`src/rtl/multdiv_pkg.sv`:
```
// Shared op encodings and FSM state encoding for the iterative multiply/divide unit.
// Imported by the unit, its control-side users and the bench.
package multdiv_pkg;

    typedef enum logic [1:0] {
        OP_MULT  = 2'b00,
        OP_MULTU = 2'b01,
        OP_DIV   = 2'b10,
        OP_DIVU  = 2'b11
    } op_e;

    typedef enum logic [1:0] {
        S_IDLE = 2'b00,
        S_RUN  = 2'b01,
        S_FIX  = 2'b10
    } state_e;

endpackage

```
`src/rtl/multdiv_if.sv`:
```
// Request/result bundle between the control unit (master) and the multiply/divide unit (slave).
// Start is only honoured while Busy is low; there is no queueing behind it.
interface multdiv_if #(parameter int WIDTH = 32) ();
    logic             Start;
    logic [1:0]       Op;
    logic [WIDTH-1:0] RegA;
    logic [WIDTH-1:0] RegB;
    logic [WIDTH-1:0] Hi;
    logic [WIDTH-1:0] Lo;
    logic             Busy;
    logic             Done;
    logic             divide_by_zero;

    modport master (output Start, Op, RegA, RegB,
                    input  Hi, Lo, Busy, Done, divide_by_zero);
    modport slave  (input  Start, Op, RegA, RegB,
                    output Hi, Lo, Busy, Done, divide_by_zero);
endinterface

```
`src/rtl/multdiv_negate.sv`:
```
// Conditional two's-complement, purely combinational (zero latency, no handshake).
// Used both for operand magnitudes and for result sign fix-up.
module multdiv_negate #(parameter int WIDTH = 32) (
    input  logic [WIDTH-1:0] val_i,
    input  logic             neg_i,
    output logic [WIDTH-1:0] res_o
);
    assign res_o = neg_i ? (~val_i + WIDTH'(1)) : val_i;
endmodule

```
`src/rtl/multdiv_seq.sv`:
```
// Iterative MIPS-style multiply/divide: WIDTH+1 cycles from accepted Start to Done (1 for divide-by-zero).
// Busy high while working; Start while Busy is ignored, so the issuer must stall until Done.
module multdiv_seq
    import multdiv_pkg::*;
#(
    parameter int WIDTH = 32
) (
    input  logic      Clk,
    input  logic      Reset,
    multdiv_if.slave  bus
);
    localparam int CW = $clog2(WIDTH + 1);

    state_e             state_q, state_d;
    logic [CW-1:0]      cnt_q, cnt_d;
    logic [WIDTH-1:0]   opnd_q, opnd_d;
    logic [2*WIDTH-1:0] acc_q, acc_d;
    logic [WIDTH-1:0]   rem_q, rem_d;
    logic               div_q, div_d;
    logic               neg_res_q, neg_res_d;
    logic               neg_rem_q, neg_rem_d;
    logic               zdiv_q, zdiv_d;
    logic [WIDTH-1:0]   hi_q, hi_d, lo_q, lo_d;
    logic               dbz_q, dbz_d;
    logic               done_q, done_d;
    logic               busy;

    logic               in_signed, in_div, in_zdiv;
    logic [WIDTH-1:0]   mag_a, mag_b;
    logic [WIDTH:0]     sum, rem_shift;
    logic [WIDTH-1:0]   addend;
    logic               q_bit;
    logic [2*WIDTH-1:0] prod_fix;
    logic [WIDTH-1:0]   quo_fix, rem_fix;

    assign in_signed = ~bus.Op[0];
    assign in_div    = bus.Op[1];
    assign in_zdiv   = in_div && (bus.RegB == '0);

    // A MIN_INT magnitude is 2^(WIDTH-1), which is exact as an unsigned WIDTH-bit value.
    multdiv_negate #(.WIDTH(WIDTH)) u_mag_a (
        .val_i(bus.RegA), .neg_i(in_signed & bus.RegA[WIDTH-1]), .res_o(mag_a));
    multdiv_negate #(.WIDTH(WIDTH)) u_mag_b (
        .val_i(bus.RegB), .neg_i(in_signed & bus.RegB[WIDTH-1]), .res_o(mag_b));
    multdiv_negate #(.WIDTH(2*WIDTH)) u_fix_prod (
        .val_i(acc_q), .neg_i(neg_res_q), .res_o(prod_fix));
    multdiv_negate #(.WIDTH(WIDTH)) u_fix_quo (
        .val_i(acc_q[WIDTH-1:0]), .neg_i(neg_res_q), .res_o(quo_fix));
    multdiv_negate #(.WIDTH(WIDTH)) u_fix_rem (
        .val_i(rem_q), .neg_i(neg_rem_q), .res_o(rem_fix));

    // Shift-add step: low half of acc holds the remaining multiplier bits.
    assign addend = acc_q[0] ? opnd_q : '0;
    assign sum    = {1'b0, acc_q[2*WIDTH-1:WIDTH]} + {1'b0, addend};

    // Restoring step: a set top bit means the trial subtract cannot go negative.
    assign rem_shift = {rem_q, acc_q[WIDTH-1]};
    assign q_bit     = rem_shift[WIDTH] | (rem_shift[WIDTH-1:0] >= opnd_q);

    always_ff @(posedge Clk) begin
        if (Reset) begin
            state_q <= S_IDLE;
        end else begin
            state_q <= state_d;
        end
    end

    always_comb begin
        state_d = state_q;
        case (state_q)
            S_IDLE:  if (bus.Start) state_d = in_zdiv ? S_FIX : S_RUN;
            S_RUN:   if (cnt_q == CW'(1)) state_d = S_FIX;
            S_FIX:   state_d = S_IDLE;
            default: state_d = S_IDLE;
        endcase
    end

    always_comb begin
        busy = (state_q != S_IDLE);
    end

    always_comb begin
        cnt_d     = cnt_q;
        opnd_d    = opnd_q;
        acc_d     = acc_q;
        rem_d     = rem_q;
        div_d     = div_q;
        neg_res_d = neg_res_q;
        neg_rem_d = neg_rem_q;
        zdiv_d    = zdiv_q;
        hi_d      = hi_q;
        lo_d      = lo_q;
        dbz_d     = dbz_q;
        done_d    = 1'b0;
        case (state_q)
            S_IDLE: if (bus.Start) begin
                cnt_d     = CW'(WIDTH);
                opnd_d    = in_div ? mag_b : mag_a;
                acc_d     = {{WIDTH{1'b0}}, (in_div ? mag_a : mag_b)};
                rem_d     = '0;
                div_d     = in_div;
                neg_res_d = in_signed & (bus.RegA[WIDTH-1] ^ bus.RegB[WIDTH-1]);
                neg_rem_d = in_signed & bus.RegA[WIDTH-1];
                zdiv_d    = in_zdiv;
                dbz_d     = 1'b0;
            end
            S_RUN: begin
                cnt_d = cnt_q - CW'(1);
                if (div_q) begin
                    acc_d = {acc_q[2*WIDTH-1:WIDTH], acc_q[WIDTH-2:0], q_bit};
                    rem_d = q_bit ? (rem_shift[WIDTH-1:0] - opnd_q) : rem_shift[WIDTH-1:0];
                end else begin
                    acc_d = {sum, acc_q[WIDTH-1:1]};
                end
            end
            S_FIX: begin
                done_d = 1'b1;
                if (zdiv_q) begin
                    dbz_d = 1'b1;
                end else if (div_q) begin
                    hi_d = rem_fix;
                    lo_d = quo_fix;
                end else begin
                    {hi_d, lo_d} = prod_fix;
                end
            end
            default: ;
        endcase
    end

    always_ff @(posedge Clk) begin
        if (Reset) begin
            cnt_q     <= '0;
            opnd_q    <= '0;
            acc_q     <= '0;
            rem_q     <= '0;
            div_q     <= 1'b0;
            neg_res_q <= 1'b0;
            neg_rem_q <= 1'b0;
            zdiv_q    <= 1'b0;
            hi_q      <= '0;
            lo_q      <= '0;
            dbz_q     <= 1'b0;
            done_q    <= 1'b0;
        end else begin
            cnt_q     <= cnt_d;
            opnd_q    <= opnd_d;
            acc_q     <= acc_d;
            rem_q     <= rem_d;
            div_q     <= div_d;
            neg_res_q <= neg_res_d;
            neg_rem_q <= neg_rem_d;
            zdiv_q    <= zdiv_d;
            hi_q      <= hi_d;
            lo_q      <= lo_d;
            dbz_q     <= dbz_d;
            done_q    <= done_d;
        end
    end

    assign bus.Hi             = hi_q;
    assign bus.Lo             = lo_q;
    assign bus.Busy           = busy;
    assign bus.Done           = done_q;
    assign bus.divide_by_zero = dbz_q;

endmodule

```
`src/flat_wrapper.sv`:
```
// flat-port wrapper written by rule: the top's interface ports become plain ports
module multdiv_seq_flat import multdiv_pkg::*;
#(
    parameter int WIDTH = 32
)
  (Clk, Reset, bus_Start, bus_Op, bus_RegA, bus_RegB, bus_Hi, bus_Lo, bus_Busy, bus_Done, bus_divide_by_zero);
  multdiv_if #(.WIDTH(WIDTH)) bus_i ();
  input  logic Clk;
  input  logic Reset;
  input wire logic [$bits(bus_i.Start)-1:0] bus_Start;
  input wire logic [$bits(bus_i.Op)-1:0] bus_Op;
  input wire logic [$bits(bus_i.RegA)-1:0] bus_RegA;
  input wire logic [$bits(bus_i.RegB)-1:0] bus_RegB;
  output wire logic [$bits(bus_i.Hi)-1:0] bus_Hi;
  output wire logic [$bits(bus_i.Lo)-1:0] bus_Lo;
  output wire logic [$bits(bus_i.Busy)-1:0] bus_Busy;
  output wire logic [$bits(bus_i.Done)-1:0] bus_Done;
  output wire logic [$bits(bus_i.divide_by_zero)-1:0] bus_divide_by_zero;
  assign bus_i.Start = bus_Start;
  assign bus_i.Op = bus_Op;
  assign bus_i.RegA = bus_RegA;
  assign bus_i.RegB = bus_RegB;
  assign bus_Hi = bus_i.Hi;
  assign bus_Lo = bus_i.Lo;
  assign bus_Busy = bus_i.Busy;
  assign bus_Done = bus_i.Done;
  assign bus_divide_by_zero = bus_i.divide_by_zero;
  multdiv_seq #(.WIDTH(WIDTH)) u_core (.Clk(Clk), .Reset(Reset), .bus(bus_i));
endmodule
```
`config.mk`:
```
export PLATFORM = sky130hd
export DESIGN_NAME = multdiv_seq_flat
export DESIGN_NICKNAME = d
export VERILOG_FILES = /design/src/rtl/multdiv_pkg.sv /design/src/rtl/multdiv_if.sv /design/src/rtl/multdiv_negate.sv /design/src/rtl/multdiv_seq.sv /design/src/flat_wrapper.sv
export SDC_FILE = /design/constraint.sdc
export NUM_CORES = 1
export LEC_CHECK = 0
export ABC_CLOCK_PERIOD_IN_PS = 3450
export CORE_UTILIZATION = 50
export CTS_BUF_LIST = sky130_fd_sc_hd__clkbuf_8
export DETAILED_ROUTE_END_ITERATION = 12
export PLACE_DENSITY = 0.83
export SYNTH_ARGS = -nofsm -noshare
export SYNTH_HDL_FRONTEND = slang
export SYNTH_SLANG_ARGS = --single-unit
```
`constraint.sdc`:
```
create_clock -name Clk -period 3.45 [get_ports Clk]
set_input_delay 0.8625 -clock Clk [delete_from_list [all_inputs] [get_ports Clk]]
set_output_delay 0.8625 -clock Clk [all_outputs]
set_load 0.03 [all_outputs]
```
==> results of run 1 <==
[layout make-up]
class | count | area (µm²)
fill | 2625 | 11300
multi-input combinational | 1640 | 10600
sequential | 206 | 4130
timing repair buffer | 282 | 2490
clock buffer | 47 | 647
tap | 390 | 488
inverter | 65 | 248
clock inverter | 15 | 91.3
[final timing paths]
path,from,endpoint,slack (ns),depth (start not counted)
worst max register to register,u_core.acc_q[0],u_core.acc_q[56],0.05,12
worst min register to register,u_core.bus.Hi[14],u_core.bus.Hi[14],0.43,2
worst max-delay path,u_core.acc_q[0],u_core.acc_q[56],0.05,12
worst min-delay path,u_core.bus.Hi[14],u_core.bus.Hi[14],0.43,2
[report_power, final]
part | leakage [µW] | switching [µW] | internal (µW)
clock | 0.000408 | 1080 | 1240
sequential | 0.00168 | 160 | 2520
combinational | 0.00531 | 1310 | 872
total | 0.00740 | 2560 | 4630
[synthesized netlist by cell type, types with 11 or more instances]
| cell type | instances |
|---|---|
| sky130_fd_sc_hd__a31oi_1 | 22 |
| sky130_fd_sc_hd__o22ai_1 | 16 |
| sky130_fd_sc_hd__or2_2 | 11 |
| sky130_fd_sc_hd__a22o_1 | 19 |
| sky130_fd_sc_hd__nor2_1 | 248 |
| sky130_fd_sc_hd__nor4_1 | 17 |
| sky130_fd_sc_hd__mux2i_1 | 62 |
| sky130_fd_sc_hd__xnor2_1 | 93 |
| sky130_fd_sc_hd__dfxtp_1 | 206 |
| sky130_fd_sc_hd__o21ai_0 | 163 |
| sky130_fd_sc_hd__a21oi_1 | 142 |
| sky130_fd_sc_hd__or4_1 | 21 |
| sky130_fd_sc_hd__o31ai_1 | 44 |
| sky130_fd_sc_hd__and3_1 | 11 |
| sky130_fd_sc_hd__xor2_1 | 110 |
| sky130_fd_sc_hd__nand3_1 | 32 |
| sky130_fd_sc_hd__ha_1 | 70 |
| sky130_fd_sc_hd__a21o_1 | 24 |
| sky130_fd_sc_hd__o211ai_1 | 14 |
| sky130_fd_sc_hd__or3_1 | 25 |
| sky130_fd_sc_hd__nand2_1 | 205 |
| sky130_fd_sc_hd__clkbuf_1 | 103 |
| sky130_fd_sc_hd__a22oi_1 | 15 |
| sky130_fd_sc_hd__inv_1 | 65 |
| sky130_fd_sc_hd__nor3_1 | 35 |
| sky130_fd_sc_hd__o41ai_1 | 16 |
| sky130_fd_sc_hd__nand2b_1 | 23 |
| sky130_fd_sc_hd__a211oi_1 | 62 |
| sky130_fd_sc_hd__nor2b_1 | 16 |
[sequential cells by signal, indices dropped and copies added, names as in the netlist]
| signal | count |
|---|---|
| u_core.neg_rem_q | 1 |
| u_core.opnd_q | 32 |
| u_core.rem_q | 32 |
| u_core.acc_q | 64 |
| u_core.div_q | 1 |
| u_core.bus.Lo | 32 |
| u_core.cnt_q | 6 |
| u_core.bus.Done | 1 |
| u_core.state_q | 2 |
| u_core.zdiv_q | 1 |
| u_core.neg_res_q | 1 |
| u_core.bus.Hi | 32 |
| u_core.bus.divide_by_zero | 1 |
[worst register-to-register path, delay by kind of cell (launching register included)]
kind / cells / cell delay (ns)
compound gates: 7 / 1.55
fa+ha+maj: 1 / 0.33
flops: 1 / 0.39
simple gates: 1 / 0.25
buf+inv: 2 / 0.52
xor+xnor: 1 / 0.17
[kinds of logic (layout without fill, tap and decap cells)]
family          Yosys count  in the layout  synth area share
flops                   206            206             0.269
fa+ha+maj                72             72            0.0597
simple gates            685            685             0.207
mux                      69             69            0.0456
compound gates          611            611             0.257
buf+inv                 185            409            0.0462
xor+xnor                203            203             0.116
[layer usage]
layer | share of wire | vias to the layer above | wire (µm) | track usage
met5 | 0 | - | 0 | 0
met1 | 0.42 | 7682 | 22400 | 0.448
li1 | - | 7723 | - | -
met2 | 0.44 | 838 | 23000 | 0.492
met4 | 0.027 | 0 | 1420 | 0.101
met3 | 0.11 | 104 | 5940 | 0.0870
[timing repair]
action,CTS,global route
endpoints found under the hold margin,0,0
endpoints found under the setup margin,8,40
buffers inserted,0,3
pin swaps,0,2
cloned,0,1
gates resized for setup,1,19
[per-stage QoR]
step / hold slack (ns) / std cells / area, µm² / utilization
6_report: 0.433 / 2645 / 18700 / 0.624
2_1_floorplan: 0.432 / 2031 / 15400 / -
3_3_place_gp: 0.426 / 2579 / 17800 / 0.596
3_5_place_dp: 0.431 / 2579 / 17800 / 0.596
4_1_cts: 0.438 / 2641 / 18600 / 0.621
5_1_grt: 0.462 / 2645 / 18700 / 0.624
==> out/qor.json, run 1 <==
{
  "run_status": {
    "run_status": "finished clean"
  },
  "clock_network": {
    "tritoncts_num_sinks": 206,
    "clk_root_buffer_cell": "sky130_fd_sc_hd__clkbuf_8",
    "cts.htree.levels": 2,
    "clk_transition_reported_paths_ns": 0.06,
    "cts_hold_buffers": 0,
    "cts_made_buffers": 37,
    "clkLatencyLatePin_ns": 0.56,
    "max-clock-path-buffers": 3,
    "cts_tree": "yes"
  },
  "synthesis": {
    "post_synth_instance_area_um2": 15400,
    "predominant_post_synthesis_flop_cell": "sky130_fd_sc_hd__dfxtp_1",
    "synth.lib_cells_used.distinct": 73,
    "yosysTopAreaCellShare": 0.269,
    "synth_fp_nets": 2172,
    "warnings_synthesis": 0,
    "async_flop_share": 0,
    "synth_seq_area_share": 0.269,
    "synth_enable_flop_cells": 0,
    "syn_area_per_cell_um2": 7.56,
    "flip_flop_and_latch_count_after_synthesis": 206,
    "yosys.area.top_type": "sky130_fd_sc_hd__dfxtp_1",
    "synth_cells": 2031,
    "synth_top_cells_by_area": "sky130_fd_sc_hd__dfxtp_1, sky130_fd_sc_hd__xor2_1, sky130_fd_sc_hd__nor2_1"
  },
  "worst_setup_path": {
    "critical-path-slowest-cell": "sky130_fd_sc_hd__a311o_1",
    "critical_path.cell_chain": "clkinvlp_4 -> buf_12 -> nor2_1 -> ha_1 -> a211o_1 -> a31oi_1 -> a21oi_1 -> a311o_1 -> a31o_2 -> a31oi_1 -> xor2_1 -> o21ai_0",
    "timing.critical_path.mode_cell": "sky130_fd_sc_hd__a31oi_1",
    "timing.critical_path.slowest_cell_delay_ns": 0.44,
    "worst_path_max_fanout": 17,
    "cp.buffers_inverters": 2,
    "critPathTopFamily": "compound AO/OA/AOI/OAI gates",
    "critical_path.endpoint_type": "flop",
    "cp_data_required_time_ns": 3.83,
    "startpoint_type": "flop",
    "critPathKind": "reg -> reg",
    "arrival_time_of_the_worst_setup_path_ns": 3.78
  },
  "timing": {
    "max_clock_freq_mhz": 294,
    "slew-limit-headroom": 0.368,
    "finClkSkew_ns": 0.0437,
    "timing.final.ws_setup_ns": 0.0528,
    "post-route-min-period_ns": 3.40,
    "hold_violations": 0,
    "post-route-period-util": 0.985,
    "slew_violations": 0,
    "worst_slew_pin_slew_ns": 0.944,
    "finalSetupTns_ns": 0,
    "final-setup-viol-count": 0
  },
  "grt": {
    "grt_util_all_layers": 0.326,
    "overflow": 0,
    "via_count_of_the_first_global_routing_pass": 14600,
    "initial_antenna_violation_count": 0,
    "first_pass_grt_wire_length_mm": 80.0,
    "largest_net_degree_at_the_start_of_global_routing": 66
  },
  "route": {
    "final_antenna_net_count": 0,
    "detail_route.vias_per_cell": 6.18,
    "vias": 16300,
    "drt_total_wl_mm": 52.7,
    "drc_errors": 0,
    "drt_iter0_drc": 1777,
    "post_drt_wl_per_cell_um": 19.9,
    "drt_pre_antenna_iters": 6
  },
  "power": {
    "power.density_nw_per_um2": 384,
    "ir_worst_vdd_mv": 0.287,
    "total_leakage_power_uw": 0.00740,
    "fin_total_pwr_uw": 7190
  },
  "finish": {
    "drive_above_1_share": 0.118,
    "fin_nets": 2373,
    "most_common_cell_after_layout_fill_and_taps_aside": "sky130_fd_sc_hd__nor2_1",
    "most_frequent_cells_in_the_layout": "sky130_fd_sc_hd__nor2_1, sky130_fd_sc_hd__nand2_1, sky130_fd_sc_hd__dfxtp_1",
    "antenna_cells_inserted": 0,
    "area_growth_syn_to_layout_pct": 21.8
  },
  "job": {
    "maxCapViolCount": 0
  },
  "floorplanning": {
    "fp-row-count": 63,
    "die_h_um": 177,
    "initial_utilization": 0.513,
    "die_width_um": 177,
    "die_area_um2": 31400,
    "pin_count": 136,
    "design.core.area_um2": 30000
  },
  "place": {
    "finalWeightedCongestion": 0.993,
    "dpl.hpwl_mm": 40.6,
    "port-buffer-count": 135,
    "worst_case_setup_slack_after_placement_ns": -0.397
  },
  "worst_hold_path": {
    "hold_path.class": "reg -> reg"
  }
}
(Power assumes the default switching activity.)
==> run 2: changes to the inputs <==
--- a/config.mk
+++ b/config.mk
@@ -12,4 +12,5 @@
 export PLACE_DENSITY = 0.83
 export SYNTH_ARGS = -nofsm -noshare
 export SYNTH_HDL_FRONTEND = slang
+export SYNTH_HIERARCHICAL = 1
 export SYNTH_SLANG_ARGS = --single-unit
==> run 2 against run 1 <==
- sequential share of layout area down 1.8 points
- count of clock-buffer cells in the layout increased by 1
- flip-flop and latch count unchanged
- global-route usage decreased by 2.9 points
- combinational power down 6%
- die area is 12% higher
- core utilization down 2.1 points
- register-to-register slack improved by 0.17 ns
- final area increased by 9.1%
- final cell count rose by 3.6%
- total power is 2.2% lower
- critical endpoint is now u_core/acc_q[57]
- largest cell class unchanged
- largest power group unchanged
- highest routed layer unchanged
==> out/qor.json, run 2 <==
{
  "run_status": {
    "run_status": "finished clean"
  },
  "synthesis": {
    "synth_fp_nets": {"value": 2241, "change": "+3.2%"},
    "predominant_post_synthesis_flop_cell": "sky130_fd_sc_hd__dfxtp_1",
    "flip_flop_and_latch_count_after_synthesis": {"value": 206, "change": "unchanged"},
    "async_flop_share": {"value": 0, "change": "unchanged"},
    "warnings_synthesis": {"value": 6, "change": "+6"},
    "synth_most_common_cell": "sky130_fd_sc_hd__xnor2_1",
    "yosys.area.top_type": "sky130_fd_sc_hd__dfxtp_1",
    "synth_seq_area_share": {"value": 0.239, "change": "-0.0299"},
    "yosysTopAreaCellShare": {"value": 0.239, "change": "-0.0299"},
    "synth_cells": {"value": 2099, "change": "+3.3%"},
    "synth_enable_flop_cells": {"value": 0, "change": "unchanged"},
    "synth.lib_cells_used.distinct": {"value": 93, "change": "+27%"},
    "synth_commonest_cells": "sky130_fd_sc_hd__xnor2_1, sky130_fd_sc_hd__dfxtp_1, sky130_fd_sc_hd__nor2_1",
    "syn_area_per_cell": {"value": 8.23, "unit": "µm²", "change": "+8.9%"},
    "synth_top_cells_by_area": "sky130_fd_sc_hd__dfxtp_1, sky130_fd_sc_hd__xnor2_1, sky130_fd_sc_hd__mux2i_1",
    "post_synth_instance_area": {"value": 17300, "unit": "µm²", "change": "+13%"}
  },
  "finish": {
    "most_common_cell_after_layout_fill_and_taps_aside": "sky130_fd_sc_hd__xnor2_1",
    "drive_above_1_share": {"value": 0.122, "change": "+0.00421"},
    "antenna_cells_inserted": {"value": 0, "change": "unchanged"},
    "largest_register_ffs": {"value": 64, "change": "unchanged"},
    "fin_nets": {"value": 2408, "change": "+1.5%"},
    "area_growth_syn_to_layout_pct": 18.1,
    "max_flop_register": "u_core/acc_q",
    "final_cells": {"value": 2740, "change": "+3.6%"},
    "most_frequent_cells_in_the_layout": "sky130_fd_sc_hd__xnor2_1, sky130_fd_sc_hd__dfxtp_1, sky130_fd_sc_hd__nor2_1"
  },
  "worst_setup_path": {
    "ff2ff_path_depth": {"value": 13, "change": "+1"},
    "ff2ff_setup_slack": {"value": 0.23, "unit": "ns", "change": "+0.17 ns"},
    "worst_path_max_fanout": {"value": 11, "change": "-6"},
    "worst_setup_path_endpoint": "u_core/acc_q[57]",
    "timing.critical_path.mode_cell": "sky130_fd_sc_hd__o21ai_1",
    "critical-path-slowest-cell": "sky130_fd_sc_hd__dfxtp_2",
    "critical_path.endpoint_type": "flop",
    "cp_data_required_time": {"value": 3.89, "unit": "ns", "change": "+0.06 ns"},
    "arrival_time_of_the_worst_setup_path": {"value": 3.67, "unit": "ns", "change": "-0.11 ns"},
    "worst-path-stages": {"value": 13, "change": "+1"},
    "crit_start": "u_core/acc_q[0]",
    "cp.buffers_inverters": {"value": 1, "change": "-1"},
    "critical_r2r_launch": "u_core/acc_q[0]",
    "critPathTopFamily": "compound AO/OA/AOI/OAI gates",
    "startpoint_type": "flop",
    "critPathKind": "reg -> reg",
    "timing.critical_path.slowest_cell_delay": {"value": 0.42, "unit": "ns", "change": "-0.02 ns"},
    "timing.rr.end": "u_core/acc_q[57]",
    "critical_path.cell_chain": "and2_1 -> ha_1 -> inv_1 -> fa_1 -> nand2b_1 -> a21oi_1 -> o32ai_2 -> o21ai_1 -> o21ai_1 -> o21a_1 -> o31ai_1 -> xor2_1 -> a22o_1"
  },
  "floorplanning": {
    "die_area": {"value": 35300, "unit": "µm²", "change": "+12%"},
    "die_width": {"value": 188, "unit": "µm", "change": "+6.0%"},
    "initial_utilization": {"value": 0.511, "change": "-0.00122"},
    "design.core.area": {"value": 33800, "unit": "µm²", "change": "+13%"},
    "die_h": {"value": 188, "unit": "µm", "change": "+6.0%"},
    "pin_count": {"value": 136, "change": "unchanged"},
    "fp-row-count": {"value": 67, "change": "+6.3%"}
  },
  "power": {
    "fin_total_pwr": {"value": 7030, "unit": "µW", "change": "-2.2%"},
    "total_leakage_power": {"value": 0.00769, "unit": "µW", "change": "+4.0%"},
    "power.density": {"value": 345, "unit": "nW/µm²", "change": "-10%"},
    "ir_worst_vdd": {"value": 0.237, "unit": "mV", "change": "-18%"}
  },
  "timing": {
    "hold_violations": {"value": 0, "change": "unchanged"},
    "final.hold.worst_slack": {"value": 0.496, "unit": "ns", "change": "+0.0633 ns"},
    "finClkSkew": {"value": 0.0428, "unit": "ns", "change": "-0.000897 ns"},
    "post-route-period-util": {"value": 0.935, "change": "-0.0502"},
    "timing.final.ws_setup": {"value": 0.226, "unit": "ns", "change": "+0.173 ns"},
    "finalSetupTns": {"value": 0, "unit": "ns", "change": "unchanged"},
    "post-route-min-period": {"value": 3.22, "unit": "ns", "change": "-0.173 ns"},
    "slew_violations": {"value": 0, "change": "unchanged"},
    "grt_setup_unrepaired": "false",
    "slew-limit-headroom": {"value": 0.272, "change": "-0.0968"},
    "worst_slew_pin_slew": {"value": 1.09, "unit": "ns", "change": "+0.147 ns"},
    "final-setup-viol-count": {"value": 0, "change": "unchanged"},
    "max_clock_freq": {"value": 310, "unit": "MHz", "change": "+5.4%"}
  },
  "clock_network": {
    "tritoncts_num_sinks": {"value": 206, "change": "unchanged"},
    "cts.htree.levels": {"value": 2, "change": "unchanged"},
    "clk_transition_reported_paths": {"value": 0.06, "unit": "ns", "change": "about the same"},
    "cts_tree": "yes",
    "clkLatencyLatePin": {"value": 0.59, "unit": "ns", "change": "+0.03 ns"},
    "max-clock-path-buffers": {"value": 3, "change": "unchanged"},
    "cts_setup_buffers": {"value": 0, "change": "unchanged"},
    "clk_root_buffer_cell": "sky130_fd_sc_hd__clkbuf_8",
    "cts_resized": {"value": 0, "change": "-1"},
    "cts_hold_buffers": {"value": 0, "change": "unchanged"},
    "cts_made_buffers": {"value": 37, "change": "unchanged"}
  },
  "worst_hold_path": {
    "hold_path.class": "reg -> reg"
  },
  "route": {
    "drt_iter0_drc": {"value": 1616, "change": "-9.1%"},
    "final_antenna_net_count": {"value": 0, "change": "unchanged"},
    "post_drt_wl_per_cell": {"value": 19.6, "unit": "µm", "change": "-1.7%"},
    "vias": {"value": 16900, "change": "+3.4%"},
    "drt_total_wl": {"value": 53.6, "unit": "mm", "change": "+1.8%"},
    "drc_errors": {"value": 0, "change": "unchanged"},
    "drt_pre_antenna_iters": {"value": 6, "change": "unchanged"},
    "detail_route.vias_per_cell": {"value": 6.17, "change": "-0.16%"}
  },
  "place": {
    "worst_case_setup_slack_after_placement": {"value": 0.0544, "unit": "ns", "change": "+0.451 ns"},
    "placed_cells_incl_taps": {"value": 2675, "change": "+3.7%"},
    "dpl.hpwl": {"value": 41.1, "unit": "mm", "change": "+1.1%"},
    "port-buffer-count": {"value": 135, "change": "unchanged"},
    "finalWeightedCongestion": {"value": 0.997, "change": "+0.32%"}
  },
  "grt": {
    "initial_antenna_violation_count": {"value": 0, "change": "unchanged"},
    "overflow": {"value": 0, "change": "unchanged"},
    "largest_net_degree_at_the_start_of_global_routing": {"value": 66, "change": "unchanged"},
    "grt_util_all_layers": {"value": 0.296, "change": "-0.0292"},
    "first_pass_grt_wire_length": {"value": 84.8, "unit": "mm", "change": "+6.0%"},
    "via_count_of_the_first_global_routing_pass": {"value": 15700, "change": "+7.2%"}
  },
  "job": {
    "maxCapViolCount": {"value": 0, "change": "unchanged"}
  }
}
## run 2: cell types whose count changed after synthesis, moves of 17 or more
| cell | before | now |
|---|---|---|
| sky130_fd_sc_hd__a211oi_1 | 62 | 107 |
| sky130_fd_sc_hd__a21oi_1 | 142 | 99 |
| sky130_fd_sc_hd__a221oi_1 | 4 | 29 |
| sky130_fd_sc_hd__and2_1 | 9 | 36 |
| sky130_fd_sc_hd__clkbuf_1 | 103 | 82 |
| sky130_fd_sc_hd__mux2i_1 | 62 | 151 |
| sky130_fd_sc_hd__nand2_1 | 205 | 166 |
| sky130_fd_sc_hd__nor2_1 | 248 | 202 |
| sky130_fd_sc_hd__o21ai_0 | 163 | 110 |
| sky130_fd_sc_hd__o41ai_2 | 3 | 20 |
| sky130_fd_sc_hd__xnor2_1 | 93 | 220 |
| sky130_fd_sc_hd__xor2_1 | 110 | 14 |
## run 2: worst min-delay path, cell delays in order (launching register included)
cell	delay (ns)
sky130_fd_sc_hd__dfxtp_1	0.30
sky130_fd_sc_hd__nor2_1	0.09
sky130_fd_sc_hd__a211oi_1	0.05
## run 2: how the worst min path moves through the flow
| stage | cells after the start | slack [ns] | to | start |
|---|---|---|---|---|
| finish | 2 | 0.50 | u_core/bus.Lo[19] | u_core/bus.Lo[19] |
| global route | 2 | 0.51 | u_core/bus.Lo[19] | u_core/bus.Lo[19] |
| CTS | 2 | 0.50 | u_core/bus.Lo[22] | u_core/bus.Lo[22] |
| detailed placement | 2 | 0.49 | u_core/bus.Lo[22] | u_core/bus.Lo[22] |
| global placement | 2 | 0.49 | u_core/cnt_q[4] | u_core/cnt_q[4] |
| floorplan | 2 | 0.45 | u_core/zdiv_q | u_core/zdiv_q |
## run 2: logic make-up after synthesis
logic type / synth area share
multiplexers: 0.0888
AND/OR/NAND/NOR: 0.210
buffers and inverters: 0.0423
adder cells (fa/ha/maj): 0.0537
AO/OA/AOI/OAI: 0.248
XOR/XNOR: 0.119
flip-flops: 0.239
## run 2: layer usage
metal  track usage  wire [µm]  vias to the layer above
met5             0          0                        -
met4         0.100       1640                        0
met3        0.0357       4110                      109
met2         0.477      24100                      743
met1         0.408      23700                     7925
li1              -          -                     8130
## run 2: layout make-up
| cell class | instances | area [µm²] |
|---|---|---|
| Inverter | 63 | 236 |
| Fill cell | 2935 | 13400 |
| Multi-Input combinational cell | 1712 | 12500 |
| Sequential cell | 206 | 4130 |
| Tap cell | 448 | 561 |
| Clock inverter | 17 | 90.1 |
| Timing Repair Buffer | 246 | 2250 |
| Clock buffer | 48 | 661 |
## run 2: per-stage QoR
step                      utilization  area [µm²]
after floorplan                     -       17300
after global placement          0.581       19600
after detailed placement        0.581       19600
after CTS                       0.603       20400
after global routing            0.604       20400
final                           0.604       20400
## run 2: where the power goes
group,leakage [µW],internal (µW),switching [µW]
clock network,0.000419,1260,1100
registers,0.00168,2480,144
logic,0.00560,819,1230
total,0.00769,4560,2470
